File: src/rtl/mem_arbiter_pkg.sv
// Shared types and constants for the IFU/LSU data-SRAM arbiter.
package mem_arbiter_pkg;

    typedef enum logic [1:0] {
        IDLE  = 2'd0,
        ISSUE = 2'd1,
        RESP  = 2'd2
    } state_e;

    localparam logic       ID_IFU         = 1'b0;
    localparam logic       ID_LSU         = 1'b1;
    localparam logic [1:0] DMEM_RESP_OKAY = 2'b00;

endpackage

File: src/rtl/mem_arbiter_rr_arb2.sv
// Combinational two-way round-robin picker; bit 0 = IFU, bit 1 = LSU.
module rr_arb2 (
    input  logic [1:0] req,
    input  logic       last_grant,
    output logic [1:0] grant
);

    // On conflict the requester that was not served last wins.
    always_comb begin
        grant = 2'b00;
        if (req == 2'b11) begin
            grant = last_grant ? 2'b01 : 2'b10;
        end else begin
            grant = req;
        end
    end

endmodule

File: src/rtl/mem_arbiter.sv
// Shares one registered-read data SRAM port between the IFU and LSU.
// Optional grant/conflict performance counters with MEM_ARBITER_PERF_EN.
module mem_arbiter
    import mem_arbiter_pkg::*;
#(
    parameter int unsigned ADDR_W = 32,
    parameter int unsigned DATA_W = 32,
    parameter int unsigned PERF_W = 32
) (
    input  logic                clk_i,
    input  logic                rst_n_i,
    input  logic                ifu_req_valid_i,
    output logic                ifu_req_ready_o,
    input  logic [ADDR_W-1:0]   ifu_addr_i,
    output logic                ifu_resp_valid_o,
    output logic [DATA_W-1:0]   ifu_rdata_o,
    output logic                ifu_resp_err_o,
    input  logic                lsu_req_valid_i,
    output logic                lsu_req_ready_o,
    input  logic                lsu_wen_i,
    input  logic [ADDR_W-1:0]   lsu_addr_i,
    input  logic [DATA_W-1:0]   lsu_wdata_i,
    input  logic [DATA_W/8-1:0] lsu_wmask_i,
    output logic                lsu_resp_valid_o,
    output logic [DATA_W-1:0]   lsu_rdata_o,
    output logic                lsu_resp_err_o,
    output logic                dmem_ren_o,
    output logic                dmem_wen_o,
    output logic [ADDR_W-1:0]   dmem_addr_o,
    output logic [DATA_W-1:0]   dmem_wdata_o,
    output logic [DATA_W/8-1:0] dmem_we_mask_o,
    input  logic [DATA_W-1:0]   dmem_rdata_i,
`ifdef MEM_ARBITER_PERF_EN
    output logic [PERF_W-1:0]   ifu_grant_cnt_o,
    output logic [PERF_W-1:0]   lsu_grant_cnt_o,
    output logic [PERF_W-1:0]   conflict_cnt_o,
`endif
    input  logic [1:0]          dmem_resp_i
);

    localparam int unsigned MASK_W = DATA_W / 8;

    state_e              state_q;
    state_e              state_d;
    logic                accept;
    logic [1:0]          grant;
    logic                last_grant_q;
    logic                id_q;
    logic                wen_q;
    logic [ADDR_W-1:0]   addr_q;
    logic [DATA_W-1:0]   wdata_q;
    logic [MASK_W-1:0]   wmask_q;
    logic                issue_ren_q;
    logic                issue_wen_q;
    logic                resp_err;

    rr_arb2 u_rr_arb2 (
        .req        ({lsu_req_valid_i, ifu_req_valid_i}),
        .last_grant (last_grant_q),
        .grant      (grant)
    );

    always_ff @(posedge clk_i or negedge rst_n_i) begin
        if (!rst_n_i) begin
            state_q <= IDLE;
        end else begin
            state_q <= state_d;
        end
    end

    // Fixed IDLE -> ISSUE -> RESP walk; a request is taken only in IDLE.
    always_comb begin
        state_d = state_q;
        accept  = 1'b0;
        case (state_q)
            IDLE: begin
                if (grant != 2'b00) begin
                    accept  = 1'b1;
                    state_d = ISSUE;
                end
            end
            ISSUE:   state_d = RESP;
            RESP:    state_d = IDLE;
            default: state_d = IDLE;
        endcase
    end

    // Request latch; the SRAM strobes are set on acceptance so they are high only in ISSUE.
    always_ff @(posedge clk_i or negedge rst_n_i) begin
        if (!rst_n_i) begin
            last_grant_q <= ID_LSU;
            id_q         <= ID_IFU;
            wen_q        <= 1'b0;
            addr_q       <= '0;
            wdata_q      <= '0;
            wmask_q      <= '0;
            issue_ren_q  <= 1'b0;
            issue_wen_q  <= 1'b0;
        end else begin
            issue_ren_q <= 1'b0;
            issue_wen_q <= 1'b0;
            if (accept) begin
                if (grant[1]) begin
                    id_q         <= ID_LSU;
                    last_grant_q <= ID_LSU;
                    wen_q        <= lsu_wen_i;
                    addr_q       <= lsu_addr_i;
                    wdata_q      <= lsu_wdata_i;
                    wmask_q      <= lsu_wmask_i;
                    issue_ren_q  <= ~lsu_wen_i;
                    issue_wen_q  <= lsu_wen_i;
                end else begin
                    id_q         <= ID_IFU;
                    last_grant_q <= ID_IFU;
                    wen_q        <= 1'b0;
                    addr_q       <= ifu_addr_i;
                    wdata_q      <= '0;
                    wmask_q      <= '0;
                    issue_ren_q  <= 1'b1;
                end
            end
        end
    end

    assign ifu_req_ready_o = (state_q == IDLE) && grant[0];
    assign lsu_req_ready_o = (state_q == IDLE) && grant[1];

    assign dmem_ren_o     = issue_ren_q;
    assign dmem_wen_o     = issue_wen_q;
    assign dmem_addr_o    = addr_q;
    assign dmem_wdata_o   = wdata_q;
    assign dmem_we_mask_o = wmask_q;

    // SRAM data arrives registered in RESP, so it is steered straight through.
    assign resp_err         = (dmem_resp_i != DMEM_RESP_OKAY);
    assign ifu_resp_valid_o = (state_q == RESP) && (id_q == ID_IFU);
    assign lsu_resp_valid_o = (state_q == RESP) && (id_q == ID_LSU);
    assign ifu_rdata_o      = ifu_resp_valid_o ? dmem_rdata_i : '0;
    assign lsu_rdata_o      = (lsu_resp_valid_o && !wen_q) ? dmem_rdata_i : '0;
    assign ifu_resp_err_o   = ifu_resp_valid_o && resp_err;
    assign lsu_resp_err_o   = lsu_resp_valid_o && resp_err;

`ifdef MEM_ARBITER_PERF_EN
    logic conflict;

    assign conflict = (state_q == IDLE) && ifu_req_valid_i && lsu_req_valid_i;

    // Saturating counters: they stick at all-ones rather than wrapping.
    always_ff @(posedge clk_i or negedge rst_n_i) begin
        if (!rst_n_i) begin
            ifu_grant_cnt_o <= '0;
            lsu_grant_cnt_o <= '0;
            conflict_cnt_o  <= '0;
        end else begin
            if (ifu_req_ready_o && (ifu_grant_cnt_o != '1)) begin
                ifu_grant_cnt_o <= ifu_grant_cnt_o + PERF_W'(1);
            end
            if (lsu_req_ready_o && (lsu_grant_cnt_o != '1)) begin
                lsu_grant_cnt_o <= lsu_grant_cnt_o + PERF_W'(1);
            end
            if (conflict && (conflict_cnt_o != '1)) begin
                conflict_cnt_o <= conflict_cnt_o + PERF_W'(1);
            end
        end
    end
`else
    logic unused_perf_w;

    assign unused_perf_w = ^PERF_W;
`endif

endmodule

File: config.mk
export PLATFORM = sky130hd
export DESIGN_NAME = mem_arbiter
export DESIGN_NICKNAME = d
export VERILOG_FILES = /design/src/rtl/mem_arbiter_pkg.sv /design/src/rtl/mem_arbiter_rr_arb2.sv /design/src/rtl/mem_arbiter.sv
export SDC_FILE = /design/constraint.sdc
export NUM_CORES = 1
export LEC_CHECK = 0
export CORE_AREA = 2 2 109 111
export DETAILED_ROUTE_END_ITERATION = 7
export DIE_AREA = 0 0 111 113
export PLACE_DENSITY = 0.77
export SYNTH_ARGS = -nofsm -noshare
export SYNTH_HDL_FRONTEND = slang
export SYNTH_HIERARCHICAL = 1
export SYNTH_SLANG_ARGS = --single-unit
export TNS_END_PERCENT = 5
File: constraint.sdc
create_clock -name clk_i -period 1.81 [get_ports clk_i]
set_input_delay 0.362 -clock clk_i [delete_from_list [all_inputs] [get_ports clk_i]]
set_output_delay 0.362 -clock clk_i [all_outputs]
set_load 0.005 [all_outputs]
==> results of run 1 <==
[worst max path at each step]
stage / slack, ns / endpoint / cells after the start / startpoint
6_report: -0.38 / ifu_rdata_o[16] / 9 / state_q[0]$_DFFE_PN0P_
5_1_grt: -0.46 / ifu_rdata_o[13] / 9 / state_q[0]$_DFFE_PN0P_
4_1_cts: -0.34 / ifu_rdata_o[12] / 9 / state_q[0]$_DFFE_PN0P_
3_5_place_dp: -0.36 / ifu_req_ready_o / 5 / ifu_req_valid_i
3_3_place_gp: -0.36 / ifu_req_ready_o / 5 / ifu_req_valid_i
2_1_floorplan: 0.23 / dmem_addr_o[10]$_DFFE_PN0P_ / 5 / lsu_req_valid_i
[cells by family (layout without fill, tap and decap cells)]
kind of cell / Yosys count / count (layout) / share of synthesized area
AO/OA/AOI/OAI: 43 / 43 / 0.102
buffers and inverters: 25 / 337 / 0.0433
flip-flops: 75 / 75 / 0.524
multiplexers: 64 / 64 / 0.201
other: 0 / 2 / 0
AND/OR/NAND/NOR: 75 / 75 / 0.130
[layout make-up]
cell class,count,area [sq um]
fillers,902,4070
multi-input cells,182,1640
well taps,143,179
clock inverters,6,87.6
flip-flops and latches,75,1880
diodes,2,5.00
clock buffers,10,229
repair buffers,317,3170
inverters,4,15.0
[worst reg2reg max path: cells and delay by family (launching register included)]
family	cells	cell delay, ns
AO/OA/AOI/OAI	1	0.15
flip-flops	1	0.37
buffers and inverters	3	0.45
multiplexers	2	0.64
[metrics by stage]
stage               setup slack [ns]  hold WS (ns)  instances
floorplan                      0.229        0.0664        282
global placement              -0.356         0.411        701
detailed placement            -0.359         0.416        701
CTS                           -0.337        0.0507        738
global route                  -0.456        0.0698        739
finish                        -0.379        0.0472        739
[where the power goes]
part | internal [mW] | switching [mW] | leakage (nW) | total (mW)
clock | 1.21 | 0.703 | 0.157 | 1.91
sequential | 2.55 | 0.491 | 0.924 | 3.04
combinational | 3.63 | 1.88 | 2.15 | 5.51
[repair_timing]
action	4_1_cts	5_1_grt
endpoints found under the hold margin	0	0
pin swaps	19	2
setup buffers	15	1
gates resized for setup	288	16
setup endpoints to repair	70	102
gates cloned	6	0
[per-layer routing]
metal / vias to the layer above / GRT usage / part of all wire
met5: - / 0 / 0
met4: 0 / 0.0750 / 0.020
met3: 25 / 0.0611 / 0.068
met2: 164 / 0.410 / 0.55
met1: 1694 / 0.221 / 0.36
li1: 1607 / - / -
[placed cells by master, fill, tap and decap left out, types with 2 or more instances in the layout]
master,instances
a21o_1,3
a22o_1,36
and2_1,49
and2_4,16
buf_12,10
buf_16,4
buf_2,38
buf_4,20
buf_6,16
bufinv_16,2
clkbuf_16,9
clkdlybuf4s15_2,20
clkdlybuf4s50_1,205
clkinv_2,2
dfrtp_1,74
diode_2,2
inv_1,3
mux2_2,63
nor2_4,3
[state kept, by name, indices dropped and copies added, names as in the netlist]
name            cells
state_q             2
dmem_addr_o        32
dmem_ren_o          1
dmem_wen_o          1
id_q                1
dmem_wdata_o       32
wen_q               1
dmem_we_mask_o      4
last_grant_q        1
==> impl_metrics.csv, run 1 <==
group,metric,value,unit
final_layout,nets,728,
timing,finalSetupTns,-18.04,ns
routing,vias_per_cell,4.72,
final_layout,area_delta_synth_final,101,%
timing,slew_violations,0,
power_and_ir_drop,leakagePower,3.23,nW
critical_path,r2r-end,"dmem_addr_o[8]$_DFFE_PN0P_",
critical_path,path_cells,"buf_6 > nor3b_4 > buf_12 > buf_6 > buf_6 > buf_12 > buf_16 > and2_4 > buf_6",
final_layout,layout-drive-gt1-share,0.359,
run,maxCapViolCount,0,
synth,synthCells,282,
timing,fin_crit_sh,1.21,
cts,clkSinkCount,75,
synth,synth.most_common_cell,"dfrtp_1",
critical_path,worst-path-buf-inv,7,
final_layout,design_area,7200,sq um
global_route,track_usage,0.213,
synth,synth_common_cells,"dfrtp_1, and2_1, mux2_2",
routing,first_pass_iters,5,
synth,synth_edf_count,0,
floorplanning,ios,279,
critical_path,criticalPathCategory,"reg -> out",
synth,synthArstFlopShare,1.00,
place,placed_area,6650,sq um
power_and_ir_drop,power.density,1450,nW/um^2
global_route,grt_pass1_vias,3895,
status,violations,"negative setup slack",
synth,synth.area.top_cells,"dfrtp_1, mux2_2, and2_1, a22o_1, buf_6",
global_route,grt_overflow,0,
global_route,grt_start_max_net_pins,76,
cts,clkTransAtPathRegs,0.06,ns
floorplanning,die_y,113,um
timing,max_freq,457,MHz
critical_path,max_stage_delay,0.38,ns
power_and_ir_drop,vdd_drop_max,0.744,mV
cts,tritoncts,"yes",
place,hpwlAfterDp,9540,um
routing,wl_per_cell,18.3,um
cts,cts-root-buf,"clkbuf_16",
cts,cts_hold_buffers,0,
global_route,antenna_found_initial,2,
synth,synth-main-ff-cell,"dfrtp_1",
synth,yosysUniqueCellTypes,24,
synth,ys_ff_latch,75,
global_route,grt_pass1_wl,20900,um
critical_path,critPathTopFamily,"buffers and inverters",
synth,synth_top_area_share,0.516,
floorplanning,core-area,11300,sq um
critical_path,worst_path_max_delay_cell,"dfrtp_1",
synth,avgSynthCellArea,12.7,sq um
routing,wl,13500,um
cts,numCtsBuffers,9,
routing,drc,0,
synth,yosysWarnings,6,
routing,detail-route-antenna-nets,0,
final_layout,final_core_util,0.639,
timing,relSlewSlack,0.717,
critical_path,r2r-start,"last_grant_q$_DFFE_PN1P_",
critical_path,startpoint_type,"register",
synth,synth.largest_area_cell,"dfrtp_1",
floorplanning,rows,39,
critical_path,end_kind,"output pin",
place,place.gp.congestion,0.817,
routing,vias,3490,
timing,fin_skew,0.00907,ns
critical_path,required,1.45,ns
timing,setup_viol,66,
critical_path,cpMostUsedCell,"buf_6",
timing,worst_slack,-0.379,ns
floorplanning,die_width,111,um
synth,syn-cell-area,3590,sq um
critical_path,r2r_setup_slack,0.09,ns
critical_path,path_max_fanout,8,
cts,max-clock-path-buffers,2,
worst_hold_path,hold_class,"in -> async",
synth,yosysSeqAreaShare,0.524,
timing,worstMarginPinSlew,0.424,ns
timing,finalHoldViolations,0,
critical_path,arrival,1.83,ns
timing,rsz0062_at_grt,"yes",
critical_path,rr_worst_depth,6,
routing,dr.first_iter.drc_count,162,
cts,clock_latency,0.33,ns
floorplanning,dieArea,12500,sq um
cts,htreeDepth,3,
power_and_ir_drop,fin_total_pwr,10.5,mW
synth,synth_fp_nets,421,
floorplanning,start_util,0.318,
place,port-buffer-count,278,
timing,period_needed,2.19,ns
status,status,"finished with violations",
(Power assumes the default switching activity.)
==> run 2: changes to the inputs <==
- PLACE_DENSITY: 0.77 -> 0.75
==> run 2 against run 1 <==
  * The run still ends with negative setup slack left
  * Maximum frequency grew 9.4%
  * Total power shrank 3.9%
  * Routed wire length shrank 5.1%
  * First-iteration DRC count shrank 39%
  * Final cell count shrank 1.6%
  * Hold slack gained 0.35 ns
  * Largest cell class unchanged
==> impl_metrics.csv, run 2 (synthesis gave the netlist of run 1 again) <==
group,metric,value,unit
global_route,antenna_found_initial,0,
place,placed_area,6610,sq um
timing,period_needed,2.00,ns
cts,clkSinkCount,75,
floorplanning,ios,279,
power_and_ir_drop,vdd_drop_max,0.921,mV
global_route,grt_overflow,0,
floorplanning,core-area,11300,sq um
critical_path,startpoint_type,"register",
final_layout,design_area,7010,sq um
routing,dr.first_iter.drc_count,99,
routing,wl,12800,um
floorplanning,start_util,0.318,
routing,detail-route-antenna-nets,0,
place,port-buffer-count,278,
final_layout,nets,718,
run,maxCapViolCount,0,
timing,fin_skew,0.0113,ns
place,place.gp.congestion,0.809,
timing,relSlewSlack,0.724,
critical_path,criticalPathCategory,"reg -> out",
cts,numCtsBuffers,9,
timing,setup_viol,66,
timing,slew_violations,0,
critical_path,end_kind,"output pin",
cts,max-clock-path-buffers,2,
global_route,grt_pass1_wl,19900,um
timing,max_freq,500,MHz
routing,wl_per_cell,17.6,um
critical_path,arrival,1.64,ns
floorplanning,dieArea,12500,sq um
critical_path,path_max_fanout,8,
timing,finalHoldViolations,0,
routing,vias,3392,
final_layout,final_cell_mix,"clkdlybuf4s50_1, dfrtp_1, mux2_2, and2_1, a22o_1",
critical_path,required,1.45,ns
final_layout,layout-drive-gt1-share,0.336,
timing,rsz0062_at_grt,"yes",
floorplanning,die_width,111,um
cts,tritoncts,"yes",
final_layout,antenna_cells,0,
cts,clock_latency,0.33,ns
final_layout,area_delta_synth_final,95.5,%
floorplanning,die_y,113,um
cts,htreeDepth,3,
routing,vias_per_cell,4.67,
global_route,track_usage,0.201,
routing,first_pass_iters,4,
timing,fin_crit_sh,1.11,
cts,clkTransAtPathRegs,0.06,ns
global_route,grt_start_max_net_pins,46,
floorplanning,rows,39,
power_and_ir_drop,leakagePower,3.11,nW
status,violations,"negative setup slack",
timing,hold_ws,0.394,ns
timing,worst_slack,-0.191,ns
power_and_ir_drop,power.density,1430,nW/um^2
final_layout,final_common_cell,"clkdlybuf4s50_1",
timing,worstMarginPinSlew,0.413,ns
status,status,"finished with violations",
place,hpwlAfterDp,9660,um
cts,cts-root-buf,"clkbuf_16",
global_route,grt_pass1_vias,3753,
routing,drc,0,
worst_hold_path,hold_class,"in -> async",
## run 2: cell count changes in the layout (fill, tap and decap cells not counted), moves of 3 or more
cell,previous run,this run
and2_1,49,54
and2_4,16,11
buf_2,38,34
clkdlybuf4s15_2,20,23
buf_12,10,5
buf_4,20,13
## run 2: path summary, 6_finish.rpt
path	cells past startpoint	from	end	slack (ns)
min in group clk_i	1	dmem_wdata_o[27]$_DFFE_PN0P_	dmem_wdata_o[27]$_DFFE_PN0P_	0.50
hold / removal	2	rst_n_i	dmem_addr_o[19]$_DFFE_PN0P_	0.39
hold reg to reg	1	dmem_wdata_o[27]$_DFFE_PN0P_	dmem_wdata_o[27]$_DFFE_PN0P_	0.50
setup reg to reg	7	last_grant_q$_DFFE_PN1P_	dmem_addr_o[17]$_DFFE_PN0P_	0.15
max in group asynchronous	3	rst_n_i	state_q[0]$_DFFE_PN0P_	0.88
setup / recovery	6	state_q[0]$_DFFE_PN0P_	ifu_rdata_o[18]	-0.19
## run 2: metal layers
metal | global-route usage | wire length [um] | up-vias
met3 | 0.0702 | 1000 | 22
met4 | 0.0583 | 276 | 0
met5 | 0 | 0 | -
met1 | 0.197 | 4460 | 1626
li1 | - | - | 1578
met2 | 0.396 | 7080 | 166
## run 2: worst max-delay path, stage by stage (launching register included)
cell,delay (ns)
dfrtp_1,0.42
nor3b_4,0.21
buf_6,0.16
buf_12,0.10
buf_16,0.11
and2_1,0.12
clkdlybuf4s15_2,0.20
## run 2: repair_timing
| item | CTS | global route |
|---|---|---|
| gates cloned | 4 | 0 |
| endpoints found under the setup margin | 70 | 101 |
| hold buffers | 1 | 0 |
| setup buffers | 6 | 3 |
| pin swaps | 14 | 9 |
| endpoints found under the hold margin | 6 | 0 |
| gates resized for setup | 244 | 47 |
## run 2: where the power goes
group | switching (mW) | internal (mW) | total (mW) | leakage [nW]
logic | 1.77 | 3.39 | 5.16 | 2.04
clock network | 0.756 | 1.09 | 1.85 | 0.145
registers | 0.500 | 2.55 | 3.05 | 0.924
total | 3.02 | 7.03 | 10.1 | 3.11
## run 2: through the flow
step	utilization	TNS [ns]	total power [mW]	setup slack, ns	instances
2_1_floorplan	-	0	4.98	0.229	282
3_3_place_gp	0.586	-20.89	7.92	-0.358	699
3_5_place_dp	0.586	-23.71	8.06	-0.375	699
4_1_cts	0.625	-11.54	10.2	-0.287	726
5_1_grt	0.622	-11.76	10.6	-0.256	727
6_report	0.622	-6.83	10.1	-0.191	727
## run 2: area by class of cell
class	instances	area (sq um)
Clock buffer	9	225
Timing Repair Buffer	307	3020
Clock inverter	7	82.6
Multi-Input combinational cell	182	1620
Fill cell	971	4260
Sequential cell	75	1880
Inverter	4	15.0
Tap cell	143	179
==> run 3: changes to the inputs <==
--- a/config.mk
+++ b/config.mk
@@ -10,4 +10,5 @@
 export DIE_AREA = 0 0 111 113
 export PLACE_DENSITY = 0.75
+export RECOVER_POWER = 50
 export SYNTH_ARGS = -nofsm -noshare
 export SYNTH_HDL_FRONTEND = slang
==> constraint.sdc (replaced) <==
create_clock -name clk_i -period 2.01 [get_ports clk_i]
set_input_delay 0.201 -clock clk_i [delete_from_list [all_inputs] [get_ports clk_i]]
set_output_delay 0.201 -clock clk_i [all_outputs]
set_load 0.005 [all_outputs]
==> run 3 against run 2 <==
  * The flow now finishes without violations
  * Cell area shrank 1.8%
  * Critical path depth shrank 3
  * Sequential power shrank 11%
  * Largest power group unchanged
  * Die area is the same
  * Highest routed layer unchanged
  * Non-clock buffer count shrank 11
  * Register-to-register slack lost 0.02 ns
  * First-iteration DRC count grew 43%
  * Critical endpoint is now lsu_req_ready_o
  * Clock power shrank 3%
  * Combinational power shrank 22%
==> impl_metrics.csv, run 3 (synthesis gave the netlist of run 1 again) <==
group,metric,value,unit
place,place.gp.congestion,0.811,
floorplanning,core-area,11300,sq um
routing,drc,0,
timing,fin_crit_sh,0.969,
timing,finalSetupTns,0,ns
worst_hold_path,hold_class,"in -> reg",
place,dp_cells,692,
critical_path,criticalPathCategory,"reg -> out",
timing,period_needed,1.95,ns
critical_path,critical_path.startpoint,"state_q[0]$_DFFE_PN0P_",
final_layout,final_core_util,0.611,
worst_hold_path,min_path_cells,2,
place,port-buffer-count,278,
worst_hold_path,min_to,"dmem_wdata_o[29]$_DFFE_PN0P_",
global_route,grt_pass1_wl,19200,um
final_layout,fin_cells,716,
cts,clock_latency,0.34,ns
final_layout,antenna_cells,0,
routing,vias_per_cell,4.70,
final_layout,nets,707,
timing,rsz0062_at_grt,"yes",
cts,numCtsBuffers,9,
cts,cts-root-buf,"clkbuf_16",
timing,relSlewSlack,0.374,
timing,max_freq,513,MHz
cts,tritoncts,"yes",
global_route,grt_pass1_vias,3600,
routing,dr.first_iter.drc_count,142,
power_and_ir_drop,vdd_drop_max,0.814,mV
routing,detail-route-antenna-nets,0,
critical_path,path_max_fanout,4,
critical_path,required,1.81,ns
routing,first_pass_iters,4,
timing,worstMarginPinSlew,0.939,ns
critical_path,startpoint_type,"register",
cts,clkTransAtPathRegs,0.06,ns
status,status,"finished clean",
floorplanning,ios,279,
global_route,grt_start_max_net_pins,42,
floorplanning,dieArea,12500,sq um
floorplanning,rows,39,
timing,fin_skew,0.0103,ns
timing,finalHoldViolations,0,
timing,setup_viol,0,
critical_path,r2r-start,"last_grant_q$_DFFE_PN1P_",
power_and_ir_drop,fin_total_pwr,8.54,mW
critical_path,r2r-end,"dmem_addr_o[17]$_DFFE_PN0P_",
timing,slew_violations,0,
floorplanning,start_util,0.318,
cts,max-clock-path-buffers,2,
run,maxCapViolCount,0,
critical_path,arrival,1.75,ns
floorplanning,die_y,113,um
worst_hold_path,min_from,"lsu_wdata_i[29]",
global_route,grt_overflow,0,
final_layout,final_common_cell,"clkdlybuf4s50_1",
power_and_ir_drop,leakagePower,3.35,nW
global_route,antenna_found_initial,0,
critical_path,rr_worst_depth,6,
timing,hold_ws,0.469,ns
cts,htreeDepth,3,
power_and_ir_drop,power.density,1240,nW/um^2
routing,wl,12300,um
routing,vias,3365,
cts,clkSinkCount,75,
critical_path,end_kind,"output pin",
routing,wl_per_cell,17.2,um
critical_path,r2r_setup_slack,0.13,ns
final_layout,layout-drive-gt1-share,0.185,
floorplanning,die_width,111,um
final_layout,final_cell_mix,"clkdlybuf4s50_1, dfrtp_1, dlygate4sd3_1, and2_1, dlygate4sd2_1",
final_layout,area_delta_synth_final,92.0,%
global_route,track_usage,0.195,
place,hpwlAfterDp,9530,um
run 3: cell types whose count changed in the layout (fill, tap and decap cells not counted), sizes merged:
cell           change
clkdlybuf4s15     -24
clkbuf             +3
clkinv             +2
dlygate4sd2       +65
dlygate4sd3       +66
bufinv             +1
inv                -2
dlymetal6s2s       +3
clkdlybuf4s50     -64
clkinvlp           -2
buf               -59
run 3: where the power goes:
group          total [mW]  internal, mW  switching [mW]  leakage, nW
clock network        1.79          1.13           0.657        0.164
logic                4.04          2.55            1.49         2.26
registers            2.71          2.30           0.415        0.923
run 3: critical path, cell delays in order (launching register included):
cell	delay, ns
dfrtp_2	0.43
nor2_2	0.20
and2_1	0.21
clkdlybuf4s50_1	0.57
run 3: metal layers:
layer / track usage / up-vias / wire [um]
met3: 0.0648 / 23 / 1040
met5: 0 / - / 0
met2: 0.369 / 172 / 6580
met4: 0.0692 / 0 / 325
li1: - / 1558 / -
met1: 0.200 / 1612 / 4350
run 3: through the flow:
stage                     setup WS, ns  cell area [sq um]
final                           0.0622               6890
after detailed placement       0.00800               6560
after floorplan                  0.438               3590
after CTS                      -0.0770               6830
after global routing           -0.0292               6890
after global placement          0.0609               6560
run 3: repair_timing:
| action | CTS | global route |
|---|---|---|
| resized for setup | 67 | 5 |
| hold endpoints to repair | 34 | 0 |
| pin swaps | 1 | 2 |
| setup endpoints to repair | 66 | 6 |
| hold buffers | 1 | 0 |
| buffers inserted | 1 | 5 |
| gates cloned | 0 | 1 |
run 3: worst max path at each step:
stage                                        endpoint  slack, ns  depth (start not counted)
after floorplan           dmem_addr_o[10]$_DFFE_PN0P_       0.44                          5
after global placement     dmem_addr_o[8]$_DFFE_PN0P_       0.06                          5
after detailed placement   dmem_addr_o[4]$_DFFE_PN0P_      0.008                          5
after CTS                              ifu_resp_err_o      -0.08                          4
after global routing                  lsu_req_ready_o      -0.03                          3
final                                 lsu_req_ready_o       0.06                          3
run 3: layout make-up:
cell class / count / area, sq um
sequential: 75 / 1880
inverter: 4 / 15.0
tap: 143 / 179
timing repair buffer: 296 / 2900
fill: 942 / 4380
clock inverter: 6 / 95.1
multi-input combinational: 182 / 1580
clock buffer: 10 / 239
